<file path="src/rtl/mem_stage.sv">
// RV64 memory-access stage: pass-through for ALU ops, req/ready bus handshake for loads/stores.
// Optional macro MEM_MISALIGN_TRAP_EN adds mem_misalign and rejects misaligned accesses.
module mem_stage #(
    parameter int XLEN = 64,
    parameter int AW   = 5
) (
    input  logic            clk,
    input  logic            rst_n,
    input  logic            ex_valid,
    input  logic [3:0]      ex_mem_op,
    input  logic [AW-1:0]   ex_wd,
    input  logic            ex_wreg,
    input  logic [XLEN-1:0] ex_wdata,
    input  logic [XLEN-1:0] ex_store_data,
    output logic            dmem_req,
    output logic            dmem_we,
    output logic [XLEN-1:0] dmem_addr,
    output logic [XLEN-1:0] dmem_wdata,
    output logic [7:0]      dmem_wstrb,
    input  logic            dmem_ready,
    input  logic [XLEN-1:0] dmem_rdata,
    output logic            stall_req,
    output logic [AW-1:0]   mem_wd,
    output logic            mem_wreg,
    output logic [XLEN-1:0] mem_wdata
`ifdef MEM_MISALIGN_TRAP_EN
    ,
    output logic            mem_misalign
`endif
);

    typedef enum logic [1:0] {IDLE, BUSY, RESP} state_t;

    state_t          state, state_nx;
    logic [3:0]      op_q;
    logic [2:0]      off_q;
    logic [AW-1:0]   wd_q;
    logic            wreg_q;
    logic [XLEN-1:0] rdata_q;

    function automatic logic is_load(input logic [3:0] op);
        return (op >= 4'd1) && (op <= 4'd7);
    endfunction

    function automatic logic is_store(input logic [3:0] op);
        return (op >= 4'd8) && (op <= 4'd11);
    endfunction

    function automatic logic [1:0] size_log2(input logic [3:0] op);
        case (op)
            4'd2, 4'd6, 4'd9:  return 2'd1;
            4'd3, 4'd7, 4'd10: return 2'd2;
            4'd4, 4'd11:       return 2'd3;
            default:           return 2'd0;
        endcase
    endfunction

    logic [1:0]      ex_sz;
    logic [2:0]      ex_off, ex_off_eff, size_mask;
    logic [7:0]      base_strb;
    logic            ex_is_mem, reject, accept;
    logic [XLEN-1:0] ld_shift, ld_result;

    assign ex_sz      = size_log2(ex_mem_op);
    assign size_mask  = 3'((4'd1 << ex_sz) - 4'd1);
    assign ex_off     = ex_wdata[2:0];
    // Sub-size offset bits are dropped so the lane/strobe math always sees a natural alignment.
    assign ex_off_eff = ex_off & ~size_mask;
    assign ex_is_mem  = is_load(ex_mem_op) || is_store(ex_mem_op);

`ifdef MEM_MISALIGN_TRAP_EN
    logic misaligned;
    assign misaligned   = |(ex_off & size_mask);
    assign reject       = misaligned;
    assign mem_misalign = (state == IDLE) && ex_valid && ex_is_mem && misaligned;
`else
    assign reject = 1'b0;
`endif

    always_comb begin
        case (ex_sz)
            2'd0:    base_strb = 8'h01;
            2'd1:    base_strb = 8'h03;
            2'd2:    base_strb = 8'h0F;
            default: base_strb = 8'hFF;
        endcase
    end

    assign ld_shift = rdata_q >> {off_q, 3'b000};

    always_comb begin
        case (op_q)
            4'd1:    ld_result = {{(XLEN-8){ld_shift[7]}},   ld_shift[7:0]};
            4'd2:    ld_result = {{(XLEN-16){ld_shift[15]}}, ld_shift[15:0]};
            4'd3:    ld_result = {{(XLEN-32){ld_shift[31]}}, ld_shift[31:0]};
            4'd5:    ld_result = {{(XLEN-8){1'b0}},          ld_shift[7:0]};
            4'd6:    ld_result = {{(XLEN-16){1'b0}},         ld_shift[15:0]};
            4'd7:    ld_result = {{(XLEN-32){1'b0}},         ld_shift[31:0]};
            default: ld_result = ld_shift;
        endcase
    end

    // NOTE: every output of this block gets a default first, so no path can infer a latch.
    always_comb begin
        state_nx  = state;
        accept    = 1'b0;
        stall_req = 1'b0;
        mem_wd    = '0;
        mem_wreg  = 1'b0;
        mem_wdata = '0;
        case (state)
            IDLE: begin
                if (ex_valid && ex_is_mem) begin
                    if (!reject) begin
                        accept    = 1'b1;
                        stall_req = 1'b1;
                        state_nx  = BUSY;
                    end
                end else begin
                    mem_wd    = ex_wd;
                    mem_wreg  = ex_wreg & ex_valid;
                    mem_wdata = ex_wdata;
                end
            end
            BUSY: begin
                stall_req = 1'b1;
                if (dmem_ready) state_nx = RESP;
            end
            RESP: begin
                // Upstream still shows this instruction here; it is not re-accepted.
                if (is_load(op_q)) begin
                    mem_wd    = wd_q;
                    mem_wreg  = wreg_q;
                    mem_wdata = ld_result;
                end
                state_nx = IDLE;
            end
            default: state_nx = IDLE;
        endcase
    end

    // NOTE: sequential state uses non-blocking assignments so all registers update together.
    always_ff @(posedge clk) begin
        if (!rst_n) begin
            state      <= IDLE;
            op_q       <= '0;
            off_q      <= '0;
            wd_q       <= '0;
            wreg_q     <= 1'b0;
            rdata_q    <= '0;
            dmem_req   <= 1'b0;
            dmem_we    <= 1'b0;
            dmem_addr  <= '0;
            dmem_wdata <= '0;
            dmem_wstrb <= '0;
        end else begin
            state <= state_nx;
            if (accept) begin
                op_q       <= ex_mem_op;
                off_q      <= ex_off_eff;
                wd_q       <= ex_wd;
                wreg_q     <= ex_wreg;
                dmem_req   <= 1'b1;
                dmem_we    <= is_store(ex_mem_op);
                dmem_addr  <= {ex_wdata[XLEN-1:3], 3'b000};
                dmem_wdata <= ex_store_data << {ex_off_eff, 3'b000};
                dmem_wstrb <= base_strb << ex_off_eff;
            end
            if (state == BUSY && dmem_ready) begin
                rdata_q  <= dmem_rdata;
                dmem_req <= 1'b0;
            end
        end
    end

endmodule
</file>
<file path="config.mk">
export PLATFORM = sky130hd
export DESIGN_NAME = mem_stage
export DESIGN_NICKNAME = d
export VERILOG_FILES = /design/src/rtl/mem_stage.sv
export SDC_FILE = /design/constraint.sdc
export NUM_CORES = 1
export LEC_CHECK = 0
export BUFFER_PORTS_ARGS = -buffer_cell sky130_fd_sc_hd__buf_4
export CAP_MARGIN = 0
export CELL_PAD_IN_SITES_DETAIL_PLACEMENT = 1
export CELL_PAD_IN_SITES_GLOBAL_PLACEMENT = 2
export CORE_ASPECT_RATIO = 0.7
export CORE_UTILIZATION = 31
export CTS_CLUSTER_SIZE = 40
export DETAILED_ROUTE_END_ITERATION = 8
export PLACE_DENSITY_LB_ADDON = 0.1
export SYNTH_ARGS = -nofsm -noshare
export SYNTH_HDL_FRONTEND = slang
export SYNTH_SLANG_ARGS = --single-unit
</file>
<file path="constraint.sdc">
create_clock -name clk -period 6.4 [get_ports clk]
set_input_delay 0.64 -clock clk [delete_from_list [all_inputs] [get_ports clk]]
set_output_delay 0.64 -clock clk [all_outputs]
set_load 0.03 [all_outputs]
</file>
After elaboration in Yosys (flattened, before gate mapping)
Memories as Yosys holds them, arrays and structs flattened.
Index checks and enable logic that the tools add are counted.
Widths: inputs -> output; s select.
{ "totals": {"regBits": 214, "mem_bits_ro": 32, "inputBits": 206, "elab_cells": 66, "memories": 1} }
{ "mem_list": {"columns": ["name", "depth", "width", "read_ports", "rd_ports_with_merged_regs", "wr", "line_no", "source"], "rows": [
  ["(name not given)", 16, 2, 1, 0, 0, "50", "case (op)"]
]} }
{ "op_classes": {"n_addsub": 1, "order_cmp": 6, "eq_ne": 12, "shifts": 4, "mux": 17, "n_bitwise": 4, "n_reduce_logical": 10} }
{ "op_table": {"columns": ["operator", "count"], "rows": [
  ["$pmux 64 s6", 1],
  ["$mux 64", 2],
  ["$pmux 64 s2", 1],
  ["$shl 64x6->64", 1],
  ["$shr 64x6->64", 1],
  ["$pmux 8 s3", 1],
  ["$eq 4x3->1 const B", 3],
  ["$mux 5", 2],
  ["$pmux 5 s2", 1],
  ["$eq 4x2->1 const B", 2],
  ["$ge 4x1->1 const B", 2],
  ["$le 4x3->1 const B", 2],
  ["$shl 8x3->8", 1],
  ["$logic_and 1x1->1", 5],
  ["$eq 2x1->1 const B", 2],
  ["$eq 2x2->1 const B", 2],
  ["$eq 4x1->1 const B", 1],
  ["$ge 4x4->1 const B", 1],
  ["$le 4x4->1 const B", 1],
  ["$logic_not 2->1", 2],
  ["$mux 1", 4],
  ["$mux 2", 2],
  ["$ne 2x2->1 const B", 2],
  ["$pmux 1 s2", 2],
  ["other kinds (10)", 10]
]} }

Longest topological paths before layout
Gate-level depths: netlist (run 1).
{ "depth": {"depth_word": 6, "depth_mapped": 12, "depth_no_buf": 8} }

Least setup slack after synthesis (run 1)
No wires, ideal clock.
{ "synth_path": {"path_kind": "input to output", "startpoint": "input ex_mem_op[1]", "endpoint": "output mem_wdata[1]", "arrival_time_ps": 2502, "slack_ps": 3258, "cell_stages": 9, "path_cell_list": "inv_1 ha_1 or4b_4 nand3_1 and2_1 clkbuf_1 clkbuf_1 nand2_1 o21ai_0"} }
{ "synth_between": {"elab_chain_len": 6, "word_cells_on_any_way": 10} }
{ "synth_rtl": {"columns": ["element", "line_no", "source"], "rows": [
  ["start: declaration", "10", "input logic [3:0] ex_mem_op,"],
  ["$ge 4x1->1 (tied with other cells)", "42", "return (op >= 4'd1) && (op <= 4'd7);"],
  ["$logic_and 1x1->1 (on tied branches)", "42, 46", null],
  ["$logic_or 1x1->1 *", "69", "assign ex_is_mem = is_load(ex_mem_op) || is_store(ex_mem_op);"],
  ["$logic_and 1x1->1 *", "113", "if (ex_valid && ex_is_mem) begin"],
  ["$mux 64 *", "113", null],
  ["$pmux 64 s2 *", "111", "case (state)"],
  ["end: declaration", "25", "output logic [XLEN-1:0] mem_wdata"]
]} }
Mark *: on every way between the ends. The rest lies on a longest branch, timed or not.

Final worst setup path (run 1)
{ "layout_path": {"startpoint": "register off_q[1]", "endpoint": "output mem_wdata[50]"} }
{ "layout_between": {"elab_chain_len": 4} }
{ "layout_rtl": {"columns": ["element", "line_no", "source"], "rows": [
  ["start: declaration", "36", "logic [2:0] off_q;"],
  ["start signal: assignment", "160", "off_q <= ex_off_eff;"],
  ["$shr 64x6->64", "89", "assign ld_shift = rdata_q >> {off_q, 3'b000};"],
  ["$pmux 64 s6", "92", "case (op_q)"],
  ["$mux 64", "131", "if (is_load(op_q)) begin"],
  ["$pmux 64 s2", "111", null]
]} }
Every way passes these cells.

==> reports/qor.txt, run 1 <==
status: finished clean
GP Congestion: 0.9177
drt first-iter violations: 1,142
vias in the first global route: 12,250
first-pass GRT wire length: 86,520 um
Ports: 415
mapped cell area: 11,850 um^2
Synth top area share: 36.17%
Synthesis Warnings: 0
max-cap violation count: 0
via/cell ratio: 5.722
TritonRoute pass-1 iters: 5
final setup fails: 0
Hold Path Class: in -> reg
Synth area leaders: dfxtp_1, nand2_1, a22o_1, mux4_2, a21oi_1
Mean Syn Cell Area: 8.479 um^2
die height: 165.5 um
total chip power: 4.158 mW
crit-path max FO: 50
Die ar.: 39,010 um^2
Post-synth EDFFs: 0
Max Root-Sink Buffers: 3
buffers and inverters on the worst path: 2
R2R setup slack: 3.49 ns
fin crit share: 76.08%
drt drc: 0
RSZ-0062 raised after global routing: false
worst skew pair latency: 0.56 ns
core area: 37,430 um^2
pwr dens: 260.6 nW/um^2
largest net degree at the start of global routing: 104
CP Cell Sequence: buf_4 -> mux2i_1 -> o211a_1 -> o32ai_4 -> a211oi_2 -> nor2_4 -> a22o_1 -> buf_4
FF+latch area: 4287 um^2
most used cell, CP: buf_4
CTS resizes: 0
Final HPWL DP: 45,740 um
max-slew violations: 0
Clock transition at path regs: 0.06 ns
Root Driver: clkbuf_16
Hold Buf Count CTS: 0
Post-synth top flop: dfxtp_1
Starting Density: 31.65%
WHS Endpoint: rdata_q[1]
Post-CTS Setup Bufs: 0
fraction of registers with async set/reset: 0%
Worst EP required: 5.76 ns
initial antenna violation count: 2
final WL: 60,660 um
peak supply drop: 0.2140 mV
Pleak: 6.702 nW
WL/cell: 27.29 um
grt ovf: 0
Yosys reg bits: 214
TritonCTS Buffers: 25
Worst Hold Depth: 2
Startpoint Class: flop
Worst-Margin Slew: 1.182 ns
RR Startpoint: state[1]
Synth area leader: dfxtp_1
Crit-path slowest cell: nor2_4
Fillers: 4,354
layout cells sized above 1: 32.08%
TNS Setup: 0 ns
synthesized instance count: 1,397
routed vias: 12,720
count leader, synth: nand2_1
min cycle time layout: 4.869 ns
gr usage total: 30.05%
final hold violations: 0
achievable clock frequency: 205.4 MHz
crit path capture type: output port
Port Buf Inserts: 411
area of the multi-input gates: 6908 um^2
skew final: 0.02483 ns
Sink Count: 214
Yosys cell types: 74
CTS tree: built
Worst path top cell family by delay: compound AO/OA/AOI/OAI gates
reg2reg end: dmem_wdata[50]
data arrival time of the worst path: 4.23 ns
Critical Path Max Stage Delay: 0.69 ns
relative slew slack: 21.12%
CP Class: reg -> out
Reg2Reg Depth: 6
H-tree depth: 1
DRT antenna net count: 0
Rows: 59
Hold Startpoint: dmem_rdata[1]
post-synthesis sequential area ratio: 36.17%
synth cell count leaders: nand2_1, dfxtp_1, a22o_1
Die Span X: 235.6 um
Syn-to-layout area delta: 34.73%
nets@finish: 1,925
==> placed cells by master (no fill, tap or decap), types with 4 or more instances in the layout <==
cell type,count
buf_4,427
bufinv_16,5
clkbuf_1,7
o221ai_1,9
nand2b_1,7
a22o_1,125
mux2_4,4
a221o_1,8
mux2_2,16
mux2i_1,43
o21a_1,13
a31oi_1,8
inv_1,5
o21ai_0,89
a22oi_1,9
and2_1,6
a32oi_1,25
nor2_1,35
clkbuf_16,25
a21oi_1,123
mux4_2,34
nand2_1,331
o21ai_1,15
a2111oi_0,8
a2bb2oi_1,9
nor3_1,9
nand3_1,18
ha_1,4
a32o_1,18
and3_1,8
dfxtp_1,212
a222oi_1,7
==> worst register-to-register path, stage by stage, from the launching register on <==
cell and delay, ns:
dfxtp_1 0.37, nor2_1 0.21, and4_4 0.94, nand2_4 0.13, a21oi_2 0.77, a222oi_1 0.21, o21ai_1 0.20
==> worst max-delay path by stage <==
stage                             from       endpoint  slack [ns]  cells past startpoint
after floorplan           ex_mem_op[1]   mem_wdata[1]        3.26                      9
after CTS                     off_q[1]  mem_wdata[52]        1.60                      8
after global placement        off_q[1]  mem_wdata[52]        2.36                      8
after global routing          off_q[1]  mem_wdata[48]        1.32                      8
after detailed placement      off_q[1]  mem_wdata[52]        2.23                      8
final                         off_q[1]  mem_wdata[50]        1.53                      8
==> cells by family after synthesis <==
kind of cell             count (synthesis)  share of synthesized area [%]
XOR/XNOR                                 1                        0.07395
flip-flops                             214                          36.17
adder cells (fa/ha/maj)                  4                         0.4225
buffers and inverters                  146                          5.936
multiplexers                            97                          12.13
AND/OR/NAND/NOR                        443                          15.97
other                                    1                        0.03166
AO/OA/AOI/OAI                          491                          29.27
==> power breakdown <==
part           internal, mW  switching [mW]  leakage [nW]  total (mW)
Clock                 0.963           0.634         0.423        1.60
Sequential             1.41          0.0669          1.74        1.47
Combinational         0.392           0.698          4.54        1.09
Total                  2.76            1.40          6.70        4.16
==> stage by stage <==
step                util [%]  setup WS [ns]  std cells  hold WS [ns]  area (um^2)
finish                 42.64          1.531       2223        0.2865        15960
global route           42.64          1.324       2223        0.2642        15960
CTS                    42.63          1.595       2221        0.2576        15950
detailed placement     40.24          2.230       2176        0.4500        15060
global placement       40.24          2.358       2176        0.4422        15060
floorplan                  -          3.258       1399        0.4357        11850
==> cell type report <==
| class | count | share of cell area, % |
|---|---|---|
| diodes | 2 | 0.03136 |
| clock buffers | 35 | 4.343 |
| clock inverters | 10 | 1.262 |
| inverters | 7 | 0.1803 |
| multi-input cells | 1039 | 43.28 |
| flip-flops and latches | 214 | 26.86 |
| well taps | 488 | 3.826 |
| repair buffers | 428 | 20.21 |
==> metal layers <==
metal  vias up  routed length, um  track usage [%]
li1       5787                  -                -
met5         -                111            2.146
met4         2                997            5.882
met3        51               6195            10.37
met2       542              24260            41.41
met1      6337              29100            44.18
==> flip-flops by register name (all words and copies together) (netlist names), 2 cells and up <==
signal / flops
dmem_addr: 61
dmem_wdata: 64
dmem_wstrb: 8
off_q: 3
op_q: 4
rdata_q: 64
state: 2
wd_q: 5
No activity file was read; power rests on OpenSTA's default activity.
==> run 2, diff against run 1 <==
--- a/config.mk
+++ b/config.mk
@@ -10,7 +10,7 @@
 export CELL_PAD_IN_SITES_DETAIL_PLACEMENT = 1
 export CELL_PAD_IN_SITES_GLOBAL_PLACEMENT = 2
 export CORE_ASPECT_RATIO = 0.7
-export CORE_UTILIZATION = 31
+export CORE_UTILIZATION = 26
 export CTS_CLUSTER_SIZE = 40
 export DETAILED_ROUTE_END_ITERATION = 8
 export PLACE_DENSITY_LB_ADDON = 0.1
==> constraint.sdc (replaced) <==
create_clock -name clk -period 4 [get_ports clk]
set_input_delay 0.4 -clock clk [delete_from_list [all_inputs] [get_ports clk]]
set_output_delay 0.4 -clock clk [all_outputs]
set_load 0.03 [all_outputs]
==> run 2 against run 1 <==
Net effect:
- sequential share of layout area decreased by 0.69 points
- first-iteration DRC count is 15% lower
- critical path type unchanged
- global-route usage is 3.7 points lower
- non-clock buffer count rose by 26
==> reports/qor.txt, run 2 (synthesis results as in run 1) <==
status: finished clean
Rows: 65 (+10%)
Clock transition at path regs: 0.07 ns (about the same)
via/cell ratio: 5.370 (-6.1%)
cell internal pwr: 4.457 mW (+61%)
Sink Count: 214 (unchanged)
max-slew violations: 0 (unchanged)
Starting Density: 26.34% (-5.3 points)
Comb pwr share: 26.8% (+0.6 points)
Final HPWL DP: 48,080 um (+5.1%)
CTS tree: built
Met3 Wirelength: 5031 um (-19%)
Startpoint Class: flop
Worst-Margin Slew: 0.9894 ns (-0.1931 ns)
Hold Buf Count CTS: 0 (unchanged)
drt drc: 0 (unchanged)
min cycle time layout: 3.846 ns
Ports: 415 (unchanged)
WL/cell: 26.90 um (-1.4%)
max layer used: met4
RSZ-0062 raised after global routing: false
crit-path max FO: 17 (-66%)
Max Root-Sink Buffers: 3 (unchanged)
Worst EP required: 3.60 ns (-2.16 ns)
Syn-to-layout area delta: 38.37%
TritonRoute pass-1 iters: 5 (unchanged)
DRT antenna net count: 0 (unchanged)
max-cap violation count: 0 (unchanged)
peak supply drop: 0.2295 mV (+7.2%)
data arrival time of the worst path: 3.45 ns (-0.78 ns)
pwr dens: 412.4 nW/um^2 (+58%)
Psw: 2.303 mW (+65%)
drt first-iter violations: 969 (-15%)
relative slew slack: 34.04% (+13 points)
H-tree depth: 1 (unchanged)
Port Buf Inserts: 411 (unchanged)
final hold violations: 0 (unchanged)
Antenna Cells: 0 (-2)
layout cells sized above 1: 33.37% (+1.3 points)
worst skew pair latency: 0.57 ns (about the same)
TNS Setup: 0 ns (unchanged)
vias in the first global route: 12,390 (+1.2%)
initial antenna violation count: 0 (-2)
skew final: 0.03872 ns (+0.01389 ns)
fin util: 36.44% (-6.2 points)
TritonCTS Buffers: 26 (+4.0%)
Reg power frac: 34.8% (-0.6 points)
Die ar.: 46,430 um^2 (+19%)
commonest non-fill, non-tap cell in the layout: buf_4
routed vias: 12,700 (-0.15%)
grt ovf: 0 (unchanged)
die height: 180.6 um (+9.1%)
Die Span X: 257.1 um (+9.1%)
gr usage total: 26.40% (-3.7 points)
Clock Power Share: 38.4% (about the same)
Post-CTS Setup Bufs: 0 (unchanged)
crit path capture type: output port
nets@finish: 1,953 (+1.5%)
Pleak: 6.874 nW (+2.6%)
Final WS setup: 0.1540 ns (-1.377 ns)
switching share of power: 34.06% (+0.44 points)
largest net degree at the start of global routing: 120 (+15%)
most frequent cells in the layout: buf_4, nand2_1, dfxtp_1
Routed met2 length: 24,780 um (+2.2%)
Hold Path Class: in -> reg
Largest regs: dmem_wdata (64), rdata_q (64), dmem_addr (61)
Place WS: 0.6488 ns (-1.581 ns)
core area: 44,970 um^2 (+20%)
fin crit share: 96.15%
total chip power: 6.760 mW (+63%)
CP Class: reg -> out
final WL: 63,620 um (+4.9%)
achievable clock frequency: 260.0 MHz
Root Driver: clkbuf_16
GP Congestion: 0.8819 (-3.9%)
DRT met1 WL: 33,190 um (+14%)
final setup fails: 0 (unchanged)
first-pass GRT wire length: 91,150 um (+5.4%)
[run 2: cell types whose count changed in the layout (fill, tap and decap cells not counted), sizes merged]
| cell | change |
|---|---|
| clkinvlp | -2 |
| clkinv | +5 |
| diode | -2 |
| nor2 | +1 |
| buf | +26 |
| bufinv | -1 |
[run 2: per-stage QoR]
stage | instance area, um^2 | hold slack [ns] | instances
floorplan | 11850 | 0.4357 | 1399
global placement | 15450 | 0.4428 | 2317
detailed placement | 15450 | 0.4483 | 2317
CTS | 16370 | 0.006194 | 2364
global route | 16390 | 0.01548 | 2365
finish | 16390 | 0.03391 | 2365
[run 2: final timing paths]
path                       start             end  slack, ns  depth (start not counted)
hold reg to reg    dmem_addr[18]   dmem_addr[18]       0.46                          2
setup / recovery        off_q[1]   mem_wdata[42]       0.15                          7
hold / removal    dmem_rdata[57]     rdata_q[57]       0.03                          2
setup reg to reg        state[1]  dmem_wdata[48]       1.75                          7
[run 2: area by class of cell]
type,count,area (um^2)
clock buffers,35,734.5
clock inverters,12,185.2
fillers,5242,28580
inverters,7,28.78
multi-input cells,1040,6927
flip-flops and latches,214,4289
well taps,603,754.5
repair buffers,454,3471
[run 2: power groups by stage]
stage          clock [mW]  sequential (mW)  combinational, mW
2_1_floorplan           0             2.52              0.832
3_3_place_gp            0             2.39               1.79
3_5_place_dp            0             2.39               1.80
4_1_cts              2.66             2.35               1.80
5_1_grt              2.75             2.36               1.92
6_report             2.60             2.35               1.81
[run 2: critical path, stage by stage, from the launching register on]
cell      delay (ns)
dfxtp_2         0.56
mux2i_1         0.21
o211a_1         0.29
o32ai_4         0.73
a211oi_4        0.17
nor2_4          0.50
a22o_1          0.23
buf_4           0.16
[run 2: metal layers]
metal | vias up | global-route usage, %
met2 | 473 | 34.99
met5 | - | 0
met3 | 39 | 6.484
met1 | 6340 | 42.51
li1 | 5848 | -
met4 | 0 | 3.048
[run 2: what timing repair did]
item	4_1_cts	5_1_grt
setup endpoints to repair	0	32
resized for setup	0	2
endpoints found under the hold margin	0	0
